File: src/rtl/asmd_booth_multiplier.sv
// Sequential radix-2 Booth multiplier (IDLE/RUN/DONE), one Booth step per cycle.
// Optional ASMD_ZERO_BYPASS_EN: a zero operand skips RUN and completes on the next cycle.
module asmd_booth_multiplier #(
  parameter int word_length = 4
) (
  input  logic                       clk,
  input  logic                       reset,
  input  logic                       start,
  input  logic                       signed_mode,
  input  logic [word_length-1:0]     word0,
  input  logic [word_length-1:0]     word1,
  output logic [2*word_length-1:0]   product,
  output logic                       ready,
  output logic                       done,
  output logic [1:0]                 state_o
);

  localparam int W  = word_length;
  localparam int CW = $clog2(W + 2);

  typedef enum logic [1:0] {
    IDLE = 2'd0,
    RUN  = 2'd1,
    DONE = 2'd2
  } state_t;

  state_t           state_q;
  logic [W+1:0]     acc_q;
  logic [W:0]       mcand_q;
  logic [W:0]       mplier_q;
  logic             qm1_q;
  logic [CW-1:0]    cnt_q;
  logic [2*W-1:0]   product_q;
  logic             ready_q;
  logic             done_q;

  logic [W+1:0]     mcand_ext;
  logic [W+1:0]     sum_d;
  logic [W+1:0]     acc_d;
  logic [W:0]       mplier_d;
  logic [W:0]       word0_ext;
  logic [W:0]       word1_ext;
  logic             zero_op;

  // Handshake: start is sampled only on an edge where ready=1; done pulses for one
  // cycle at the same time product takes its new value.
  assign word0_ext = {signed_mode & word0[W-1], word0};
  assign word1_ext = {signed_mode & word1[W-1], word1};
  assign mcand_ext = {mcand_q[W], mcand_q};
  assign zero_op   = (word0 == '0) || (word1 == '0);

  always_comb begin
    sum_d = acc_q;
    case ({mplier_q[0], qm1_q})
      2'b01:   sum_d = acc_q + mcand_ext;
      2'b10:   sum_d = acc_q - mcand_ext;
      default: sum_d = acc_q;
    endcase
    // Arithmetic right shift of {acc, multiplier, q(-1)}.
    acc_d    = {sum_d[W+1], sum_d[W+1:1]};
    mplier_d = {sum_d[0], mplier_q[W:1]};
  end

  always_ff @(posedge clk) begin
    if (reset) begin
      state_q   <= IDLE;
      acc_q     <= '0;
      mcand_q   <= '0;
      mplier_q  <= '0;
      qm1_q     <= 1'b0;
      cnt_q     <= '0;
      product_q <= '0;
      ready_q   <= 1'b1;
      done_q    <= 1'b0;
    end else begin
      case (state_q)
        IDLE: begin
          done_q <= 1'b0;
          if (start) begin
            mcand_q  <= word0_ext;
            mplier_q <= word1_ext;
            acc_q    <= '0;
            qm1_q    <= 1'b0;
            cnt_q    <= CW'(W + 1);
            ready_q  <= 1'b0;
`ifdef ASMD_ZERO_BYPASS_EN
            if (zero_op) begin
              product_q <= '0;
              done_q    <= 1'b1;
              state_q   <= DONE;
            end else begin
              state_q   <= RUN;
            end
`else
            state_q  <= RUN;
`endif
          end
        end
        RUN: begin
          acc_q    <= acc_d;
          mplier_q <= mplier_d;
          qm1_q    <= mplier_q[0];
          cnt_q    <= cnt_q - CW'(1);
          if (cnt_q == CW'(1)) begin
            // Low 2W bits of the sign-extended {acc, multiplier} after the last shift.
            product_q <= {acc_d[W-2:0], mplier_d};
            done_q    <= 1'b1;
            state_q   <= DONE;
          end
        end
        DONE: begin
          done_q  <= 1'b0;
          ready_q <= 1'b1;
          state_q <= IDLE;
        end
        default: begin
          done_q  <= 1'b0;
          ready_q <= 1'b1;
          state_q <= IDLE;
        end
      endcase
    end
  end

`ifndef ASMD_ZERO_BYPASS_EN
  logic unused_zero;
  assign unused_zero = zero_op;
`endif

  assign product = product_q;
  assign ready   = ready_q;
  assign done    = done_q;
  assign state_o = state_q;

endmodule

File: config.mk
export PLATFORM = sky130hd
export DESIGN_NAME = asmd_booth_multiplier
export DESIGN_NICKNAME = d
export VERILOG_FILES = /design/src/rtl/asmd_booth_multiplier.sv
export SDC_FILE = /design/constraint.sdc
export NUM_CORES = 1
export LEC_CHECK = 0
export ABC_AREA = 1
export BUFFER_PORTS_ARGS = -buffer_cell sky130_fd_sc_hd__clkbuf_2
export CAP_MARGIN = 20
export CORE_MARGIN = 1
export CORE_UTILIZATION = 25
export CTS_CLUSTER_SIZE = 24
export DETAILED_ROUTE_END_ITERATION = 6
export SKIP_CTS_REPAIR_TIMING = 1
export SLEW_MARGIN = 40
export SYNTH_ARGS = -nofsm -noshare
export SYNTH_HDL_FRONTEND = slang
export SYNTH_SLANG_ARGS = --single-unit
File: constraint.sdc
create_clock -name clk -period 2.1 [get_ports clk]
set_input_delay 0.105 -clock clk [delete_from_list [all_inputs] [get_ports clk]]
set_output_delay 0.105 -clock clk [all_outputs]
set_load 0.05 [all_outputs]
After elaboration in Yosys (flattened, before gate mapping)

Index checks and enable logic that the tools add are counted.

Equality and inequality tests: 6
Bitwise gates (word level): 3
Mux-type cells: 13
Reductions and logical operators: 8
Add/subtract/negate cells: 3

Operators by type and width:

| cell                                                | count |
|---|---|
| one-hot mux 6 bit (2 select lines)                  | 2 |
| one-hot mux 5 bit (2 select lines)                  | 1 |
| AND reduction 2 bit                                 | 5 |
| adder 6 bit                                         | 1 |
| two-way mux 6 bit                                   | 1 |
| one-hot mux 3 bit (2 select lines)                  | 1 |
| subtractor 6 bit                                    | 1 |
| two-way mux 5 bit                                   | 1 |
| equality test 2 x 1 -> 1 bit, second input constant | 2 |
| two-way mux 2 bit                                   | 2 |
| inequality test 2 bit, second input constant        | 2 |
| one-hot mux 1 bit (2 select lines)                  | 2 |
| one-hot mux 2 bit (2 select lines)                  | 1 |
| equality test 3 x 1 -> 1 bit, second input constant | 1 |
| two-way mux 3 bit                                   | 1 |
| subtractor 3 x 1 -> 3 bit, second input constant    | 1 |
| AND 1 bit                                           | 2 |
| equality test 2 bit, second input constant          | 1 |
| logical NOT 2 bit                                   | 1 |
| nonzero test 2 bit                                  | 1 |
| OR reduction 2 bit                                  | 1 |
| two-way mux 1 bit                                   | 1 |
| inverter 1 bit                                      | 1 |

Register bits after elaboration: 32
Word-level logic and storage cells: 42

Longest topological paths before layout

Gate-level depths: netlist of the first run.

Word-level depth: 3
Mapped depth: 15
Gate-level depth less buffers: 15

Least setup slack after synthesis of the first run

OpenSTA, ideal clock, no wires.

Kind: reg2reg
Start point: register qm1_q
End point: register acc_q[4]
Path buffers: 1
Library setup time: 0.137 ns
Cell stages (with the launch flop): 16
Arrival: 1.779 ns
Slack: 0.185 ns
Period minus slack after synthesis: 1.915 ns
Cells stage by stage: dfxtp_1 > inv_1 > ha_1 > clkbuf_2 > a21oi_1 > xor2_1 > inv_1 > ha_1 > nand2_1 > inv_1 > nand2_1 > nand2_1 > nor2_1 > nand3_1 > nand3_1 > a21oi_1

Longest elaborated chain between the ends: 3
Elaborated cells on any way between the ends: 4
Classes of those cells: eq/ne (2); mux (2)

RTL lines:

| element                                                             | RTL line | text |
|---|---|---|
| start, declared                                                     | 31       | `logic qm1_q;` |
| start signal, assigned                                              | 102      | `qm1_q <= mplier_q[0];` |
| equality test 2 bit or equality test 2 x 1 -> 1 bit (tied branches) | 54       | `case ({mplier_q[0], qm1_q})` |
| one-hot mux 6 bit (2 select lines) (*)                              | 54       |  |
| one-hot mux 6 bit (2 select lines) (*)                              | 76       | `case (state_q)` |
| end signal, assigned                                                | 67       | `acc_q <= '0;` |
| end signal, assigned                                                | 82       | `acc_q <= '0;` |
| end signal, assigned                                                | 100      | `acc_q <= acc_d;` |
| end, declared                                                       | 28       | `logic [W+1:0] acc_q;` |

Mark *: on every way between the ends. The rest lies on a longest branch, timed or not.
A chain may end at the register's enable or synchronous reset.

Worst setup path after layout of the first run

Start point: register qm1_q
End point: register product_q[6] (netlist: product[6])

Longest elaborated chain between the ends: 2
Elaborated cells on any way between the ends: 3
Classes of those cells: eq/ne (2); mux (1)

RTL lines:

| element                                                             | RTL line | text |
|---|---|---|
| equality test 2 bit or equality test 2 x 1 -> 1 bit (tied branches) | 54       |  |
| one-hot mux 6 bit (2 select lines) (*)                              | 54       |  |
| end signal, assigned                                                | 106      | `product_q <= {acc_d[W-2:0], mplier_d};` |
| end, declared                                                       | 33       | `logic [2*W-1:0] product_q;` |

Marked as above.

==> results.json, run 1 <==
{
  "outcome": "complete, no violations",
  "slew_viol_final": 0,
  "comb_power_share": 0.299,
  "syn_avg_cell_area_sq_um": 7.92,
  "grt_setup_unrepaired": "true",
  "r2r_setup_slack_ps": 130,
  "io_buffer_count": 23,
  "post-route-util": 0.315,
  "fin_nets": 256,
  "final_area_sq_mm": 0.00199,
  "path_delay_family": "adder cells",
  "leakagePower_nw": 0.850,
  "min_from": "word0[3]",
  "relSlewSlack": 0.669,
  "vias": 1431,
  "synth_fp_nets": 228,
  "antenna_left": 0,
  "arrival_ps": 2140,
  "num-fill-cells": 681,
  "cts_buffers": 5,
  "grt_util_all_layers": 0.118,
  "chipHeight_um": 82.8,
  "critPathMostFrequentCell": "nand2_1",
  "syn-cell-area_sq_mm": 0.00163,
  "ys_top_cells_by_area": "dfxtp_1 38%, nand2_1 8.1%, ha_1 6.9%",
  "fp-row-count": 29,
  "setup_viol": 0,
  "r2r_start": "qm1_q",
  "p_switching_uw": 542,
  "tns_ps": 0,
  "rr_worst_depth": 12,
  "path_clk_slew_ps": 60,
  "avgRoutedWirePerCell_um": 11.6,
  "ys_seq_elements": 31,
  "period_share": 0.939,
  "post-dp-hpwl_mm": 2.79,
  "r2r-end": "product[6]",
  "routed_via_density": 4.59,
  "initial_utilization": 0.258,
  "ys.flop_type": "dfxtp_1",
  "dieArea_sq_mm": 0.00685,
  "antenna_found_initial": 0,
  "synthTopCellsByCount": "35 x nand2_1, 31 x dfxtp_1, 30 x inv_1, 17 x a21oi_1, 15 x nand3_1",
  "critPathLaunchType": "flip-flop",
  "cts_tree": "done",
  "power.total_mw": 1.66,
  "p_per_area_mw_per_mm2": 833,
  "ys_seq_area_frac": 0.380,
  "io_pins": 24,
  "overflow": 0,
  "path_max_fanout": 8,
  "final_layout_size_suffix_gt1_frac": 0.272,
  "fmaxAchievable_ghz": 0.507,
  "finClkSkew_ps": 1.77,
  "path_buf_inv": 3,
  "syn-instance-count": 206,
  "hp-class": "input pin to flip-flop",
  "postPlaceCellArea_sq_mm": 0.00182,
  "holdPathEnd": "mcand_q[3]",
  "p_int_mw": 1.12,
  "h-tree-depth": 2,
  "endpoint_kind": "flip-flop",
  "p_seq_frac": 0.399,
  "crit_slowest_cell": "fa_1",
  "clkPwrFrac": 0.302,
  "p_sw_frac": 0.327,
  "place_congestion": 0.826,
  "synth_top_area_share": 0.380,
  "cts.sinks": 31,
  "cap_violations": 0,
  "grt_max_degree": 16,
  "area_growth_pct": 21.9,
  "synth_most_common_cell": "nand2_1",
  "die_x_um": 82.8,
  "drtIter0Drc": 58,
  "grt_pass1_wl_mm": 6.08,
  "holdPathStages": 3,
  "worstSetupPathType": "flip-flop to flip-flop",
  "drc": 0,
  "hold_viol": 0,
  "tightest_slew_ps": 495,
  "synth.largest_area_cell": "dfxtp_1",
  "final_cells": 312,
  "synthArstFlopShare": 0,
  "grt_pass1_vias": 1377,
  "cpPeakStageDelay_ps": 430,
  "critical_path_required_ps": 2270,
  "cts_max_path_buffers": 2,
  "ir_drop_uv": 510,
  "placedCellCount": 303,
  "synth-edff-count": 0,
  "worstSkewPairLatency_ps": 270,
  "wirelength_mm": 3.61,
  "period_needed_ps": 1970,
  "synth_cell_type_count": 30,
  "setup.worst_path.start": "qm1_q",
  "cp_cell_sequence": "inv_1, ha_2, nand2_1, o21ai_2, buf_4, fa_1, xor2_1, nand2_1, o21ai_1, nand2_1, o211ai_1, inv_1",
  "antenna_cells": 0,
  "drtPass1Iterations": 4,
  "cts-root-buf": "clkbuf_8",
  "core_sq_mm": 0.00631,
  "yosysWarnings": 0
}
## cell usage in the layout, fill, tap and decap left out, types with 7 or more instances in the layout
cell / synthesis / layout
a21oi_1: 17 / 17
nand2_1: 35 / 31
nand3_1: 15 / 15
nor2_1: 11 / 9
clkbuf_8: 0 / 7
o21ai_0: 12 / 9
inv_1: 30 / 28
clkbuf_2: 1 / 23
dfxtp_1: 31 / 29
## logic make-up (layout without fill, tap and decap cells)
kind of cell,count (synthesis),after routing,synth area share
xor+xnor,5,5,0.0268
fa+ha+maj,10,10,0.0813
flops,31,31,0.380
simple gates,74,74,0.229
buf+inv,38,67,0.0974
compound gates,48,48,0.185
## metrics by stage
stage | setup slack (ps) | hold slack (ps)
floorplan | 185 | 183
global placement | -29.7 | 372
detailed placement | -46.4 | 381
CTS | -68.6 | 88.6
global route | -7.66 | 95.9
finish | 128 | 94.7
## power groups by stage
| stage | logic [mW] | registers (mW) | clock network [mW] |
|---|---|---|---|
| 2_1_floorplan | 0.329 | 0.700 | 0 |
| 3_3_place_gp | 0.447 | 0.670 | 0 |
| 3_5_place_dp | 0.453 | 0.671 | 0 |
| 4_1_cts | 0.456 | 0.658 | 0.514 |
| 5_1_grt | 0.556 | 0.667 | 0.542 |
| 6_report | 0.495 | 0.661 | 0.501 |
## per-layer routing
layer  GRT usage  wire length [um]
met5           0                 0
met4      0.0362                21
met3      0.0295               114
met2       0.201              1720
met1       0.145              1760
## cell type report
cell class,instances,area (sq um),share of cell area
inverter,33,126,0.0635
multi-input combinational,137,906,0.455
clock buffer,8,100,0.0503
tap,77,96.3,0.0484
sequential,31,623,0.313
timing repair buffer,26,138,0.0692
## sequential cells by signal, summed over array words and instances, names as in the netlist
register / flops
qm1_q: 1
ready: 1
done: 1
state_o: 2
mcand_q: 5
mplier_q: 5
acc_q: 5
product: 8
cnt_q: 3
## worst max path at each step
stage | end | slack (ps) | cells after the start
2_1_floorplan | acc_q[4] | 180 | 15
3_3_place_gp | product[7] | -30 | 13
3_5_place_dp | product[7] | -50 | 13
4_1_cts | product[7] | -70 | 13
5_1_grt | product[6] | -8 | 12
6_report | product[6] | 130 | 12
## worst min-delay path, cell delays in order
cell and delay, ps:
clkbuf_2 100, nand2_1 60, a21oi_1 50
Note: power is estimated with default switching activity, not from simulation.
==> run 2: changes to the inputs <==
Settings changed: CORE_ASPECT_RATIO set to 0.5.
==> run 2 against run 1 <==
Net effect: sequential cell count did not move; wire length grew 6.5%; clock skew about the same; register-to-register slack gained 20 ps; first-iteration DRC count increased by 5.2%; sequential share of layout area is 1.1 points lower; critical endpoint is now acc_q[2]; largest cell class unchanged.
==> results.json, run 2 (synthesis gave the netlist of run 1 again) <==
{
  "outcome": "complete, no violations",
  "num-fill-cells": 661,
  "chipHeight_um": 59.1,
  "grt_util_all_layers": 0.122,
  "path_max_fanout": 5,
  "place_congestion": 0.844,
  "grt_pass1_vias": 1273,
  "cts-root-buf": "clkbuf_16",
  "hold_viol": 0,
  "tightest_slew_ps": 492,
  "worstSetupPathType": "flip-flop to flip-flop",
  "critical_path_required_ps": 2270,
  "io_buffer_count": 23,
  "drc": 0,
  "post-route-util": 0.334,
  "fin_nets": 259,
  "layout.cells.most_common_list": "32 x nand2_1, 29 x dfxtp_1, 27 x inv_1",
  "cap_violations": 0,
  "endpoint_kind": "flip-flop",
  "overflow": 0,
  "antenna_cells": 0,
  "wirelength_mm": 3.85,
  "cts_tree": "done",
  "antenna_left": 0,
  "io_pins": 24,
  "ir_drop_uv": 427,
  "die_x_um": 116,
  "avgRoutedWirePerCell_um": 11.8,
  "critPathLaunchType": "flip-flop",
  "period_needed_ps": 1950,
  "cts.sinks": 31,
  "cts_buffers": 5,
  "final_layout_size_suffix_gt1_frac": 0.277,
  "largest_register_ffs": 8,
  "relSlewSlack": 0.672,
  "antenna_found_initial": 0,
  "p_per_area_mw_per_mm2": 901,
  "h-tree-depth": 2,
  "grt_pass1_wl_mm": 6.21,
  "arrival_ps": 2120,
  "leakagePower_nw": 0.882,
  "cts_max_path_buffers": 2,
  "hp-class": "input pin to flip-flop",
  "worstSkewPairLatency_ps": 270,
  "period_share": 0.930,
  "drtIter0Drc": 61,
  "dieArea_sq_mm": 0.00687,
  "vias": 1430,
  "initial_utilization": 0.264,
  "slew_viol_final": 0,
  "post-dp-hpwl_mm": 2.84,
  "postPlaceCellArea_sq_mm": 0.00184,
  "finClkSkew_ps": 1.88,
  "fmaxAchievable_ghz": 0.512,
  "drtPass1Iterations": 4,
  "final_area_sq_mm": 0.00206,
  "path_clk_slew_ps": 50,
  "setup_viol": 0,
  "fp-row-count": 20,
  "grt_max_degree": 16,
  "core_sq_mm": 0.00618,
  "area_growth_pct": 26.5,
  "routed_via_density": 4.39,
  "final_common_cell": "nand2_1"
}
[run 2: changes by cell type in the layout (fill, tap and decap cells not counted), sizes merged]
| cell | previous run | this run |
|---|---|---|
| buf | 3 | 6 |
| clkbuf | 31 | 30 |
| clkinv | 0 | 1 |
[run 2: through the flow]
step	power, mW	instances	worst slack (ps)	TNS [ps]	hold slack [ps]
after global placement	1.11	314	40.1	0	365
after detailed placement	1.13	314	19.6	0	385
after CTS	1.82	322	0.355	0	90.4
after global routing	1.97	326	-3.25	-3.25	114
final	1.86	326	148	0	95.9
after floorplan	1.03	206	185	0	183
[run 2: per-layer routing]
| layer | up-vias | share of wire | track usage | routed length, um |
|---|---|---|---|---|
| li1 | 752 | - | - | - |
| met1 | 653 | 0.49 | 0.149 | 1870 |
| met2 | 20 | 0.46 | 0.199 | 1790 |
| met3 | 5 | 0.034 | 0.0409 | 129 |
| met4 | 0 | 0.016 | 0.0495 | 63 |
| met5 | - | 0 | 0 | 0 |
[run 2: worst paths after layout]
check	from	to	slack [ps]	cells after the start
hold / removal	word0[3]	mcand_q[3]	100	3
setup reg to reg	mcand_q[0]	acc_q[2]	150	14
setup / recovery	mcand_q[0]	acc_q[2]	150	14
hold reg to reg	done	done	460	2
[run 2: cell type report]
type / instances / area, sq um / share of cell area
multi-input combinational: 137 / 907 / 0.439
sequential: 31 / 623 / 0.302
timing repair buffer: 29 / 160 / 0.0776
clock buffer: 7 / 133 / 0.0642
inverter: 33 / 126 / 0.0612
tap: 88 / 110 / 0.0533
clock inverter: 1 / 5.00 / 0.00242
[run 2: worst max-delay path, cell delays in order (launching register included)]
cell and delay (ps):
dfxtp_2 330, inv_4 70, ha_4 130, inv_1 40, nor2_2 140, nor3_2 50, a21oi_1 150, ha_1 310
nand2_1 110, nand2_2 70, nor3_1 150, nand3b_1 120, nand2_1 70, nand2_1 60, nand2_1 40
[run 2: report_power, final]
group          total, mW  internal (mW)  leakage [nW]  switching, mW
Clock              0.685          0.437        0.0679          0.248
Combinational      0.512          0.196         0.560          0.317
Sequential         0.663          0.633         0.254         0.0303
Total               1.86           1.27         0.882          0.595
==> run 3: changes to the inputs <==
Settings changed: MAX_ROUTING_LAYER set to met4.
==> run 3 against run 2 <==
Net effect: power up 3.3%; sequential cell count unchanged; cell area up 0.91%; wire length up 0.18%; global-route usage up 0.26 points; clock power up 8.8%; largest cell class unchanged; largest power group unchanged.
==> results.json, run 3 (synthesis gave the netlist of run 1 again) <==
{
  "outcome": "complete, no violations",
  "tns_ps": 0,
  "dieArea_sq_mm": 0.00687,
  "cap_violations": 0,
  "antenna_left": 0,
  "path_max_fanout": 4,
  "period_share": 0.941,
  "chipHeight_um": 59.1,
  "grt_use_met1": 0.152,
  "p_sw_frac": 0.308,
  "final_common_cell": "nand2_1",
  "layout.cells.most_common_list": "32 x nand2_1, 29 x dfxtp_1, 28 x inv_1",
  "endpoint_kind": "flip-flop",
  "num-fill-cells": 655,
  "grt.busiest_layer": "met2",
  "path_clk_slew_ps": 50,
  "hp-class": "input pin to flip-flop",
  "fin_nets": 256,
  "grt_max_degree": 16,
  "vias": 1466,
  "grt_pass1_vias": 1321,
  "use_met3": 0.0337,
  "finClkSkew_ps": 4.17,
  "cts_tree": "done",
  "slew_viol_final": 0,
  "area_growth_pct": 27.7,
  "wirelength_mm": 3.86,
  "power.total_mw": 1.92,
  "place_congestion": 0.871,
  "multi_input_area_sq_um": 932,
  "critPathLaunchType": "flip-flop",
  "avgRoutedWirePerCell_um": 11.9,
  "initial_utilization": 0.264,
  "drtIter0Drc": 47,
  "drtPass1Iterations": 4,
  "largest_register_ffs": 8,
  "core_sq_mm": 0.00618,
  "antenna_found_initial": 0,
  "antenna_cells": 0,
  "h-tree-depth": 2,
  "clkPwrFrac": 0.388,
  "critical_path_required_ps": 2260,
  "arrival_ps": 2140,
  "p_int_mw": 1.33,
  "ir_drop_uv": 329,
  "p_seq_frac": 0.345,
  "final_layout_size_suffix_gt1_frac": 0.281,
  "final-seq-area_sq_um": 623,
  "cts.sinks": 31,
  "tightest_slew_ps": 495,
  "p_switching_uw": 592,
  "setup_viol": 0,
  "comb_power_share": 0.267,
  "io_pins": 24,
  "fmaxAchievable_ghz": 0.506,
  "io_buffer_count": 23,
  "worstSkewPairLatency_ps": 270,
  "cts_max_path_buffers": 2,
  "cts-root-buf": "clkbuf_16",
  "cts_buffers": 5,
  "overflow": 0,
  "period_needed_ps": 1980,
  "p_per_area_mw_per_mm2": 923,
  "drc": 0,
  "post-dp-hpwl_mm": 2.78,
  "leakagePower_nw": 0.881,
  "fp-row-count": 20,
  "grt_util_all_layers": 0.124,
  "relSlewSlack": 0.670,
  "met2_usage": 0.199,
  "routed_via_density": 4.54,
  "worstSetupPathType": "flip-flop to flip-flop",
  "hold_viol": 0,
  "grt_pass1_wl_mm": 6.26,
  "die_x_um": 116
}
==> run 3: worst paths after layout <==
kind | from | endpoint | slack [ps] | cells past startpoint
worst max-delay path | mcand_q[0] | acc_q[4] | 120 | 15
worst min-delay path | word0[3] | mcand_q[3] | 90 | 3
worst max register to register | mcand_q[0] | acc_q[4] | 120 | 15
worst min register to register | done | done | 450 | 2
==> run 3: per-layer routing <==
layer	part of all wire	vias up	wire, um
met5	0	-	0
met4	0.012	0	46
met3	0.036	6	138
met2	0.46	24	1790
met1	0.49	688	1880
li1	-	748	-
==> run 3: cell type report <==
cell class,instances,area share
clock buffers,8,0.0751
multi-input cells,137,0.447
well taps,88,0.0529
inverters,33,0.0595
flip-flops and latches,31,0.299
repair buffers,26,0.0661
==> run 3: per-stage QoR <==
stage          setup slack, ps   util  hold slack, ps  instances  instance area (sq um)
2_1_floorplan              185      -             183        206                   1630
3_3_place_gp              31.8  0.297             366        314                   1840
3_5_place_dp              15.9  0.297             376        314                   1840
4_1_cts                   12.4  0.322            88.6        322                   1990
5_1_grt                  -21.5  0.337             101        323                   2080
6_report                   124  0.337            93.2        323                   2080
==> run 3: power groups by stage <==
stage | clock network, mW | logic (mW) | registers (mW)
after floorplan | 0 | 0.329 | 0.700
after detailed placement | 0 | 0.452 | 0.671
after CTS | 0.757 | 0.456 | 0.660
final | 0.745 | 0.514 | 0.663
after global placement | 0 | 0.446 | 0.669
after global routing | 0.788 | 0.572 | 0.668
==> run 3: worst max-delay path: stages, from the launching register on <==
cell	delay, ps
dfxtp_2	320
inv_2	110
ha_4	160
inv_2	40
nor2_4	90
a21oi_2	70
xnor2_1	120
ha_1	330
nand2_1	110
inv_1	70
nand2_2	80
nand2_1	50
nor2_1	90
nand3_1	80
nand3_1	90
a21oi_2	50
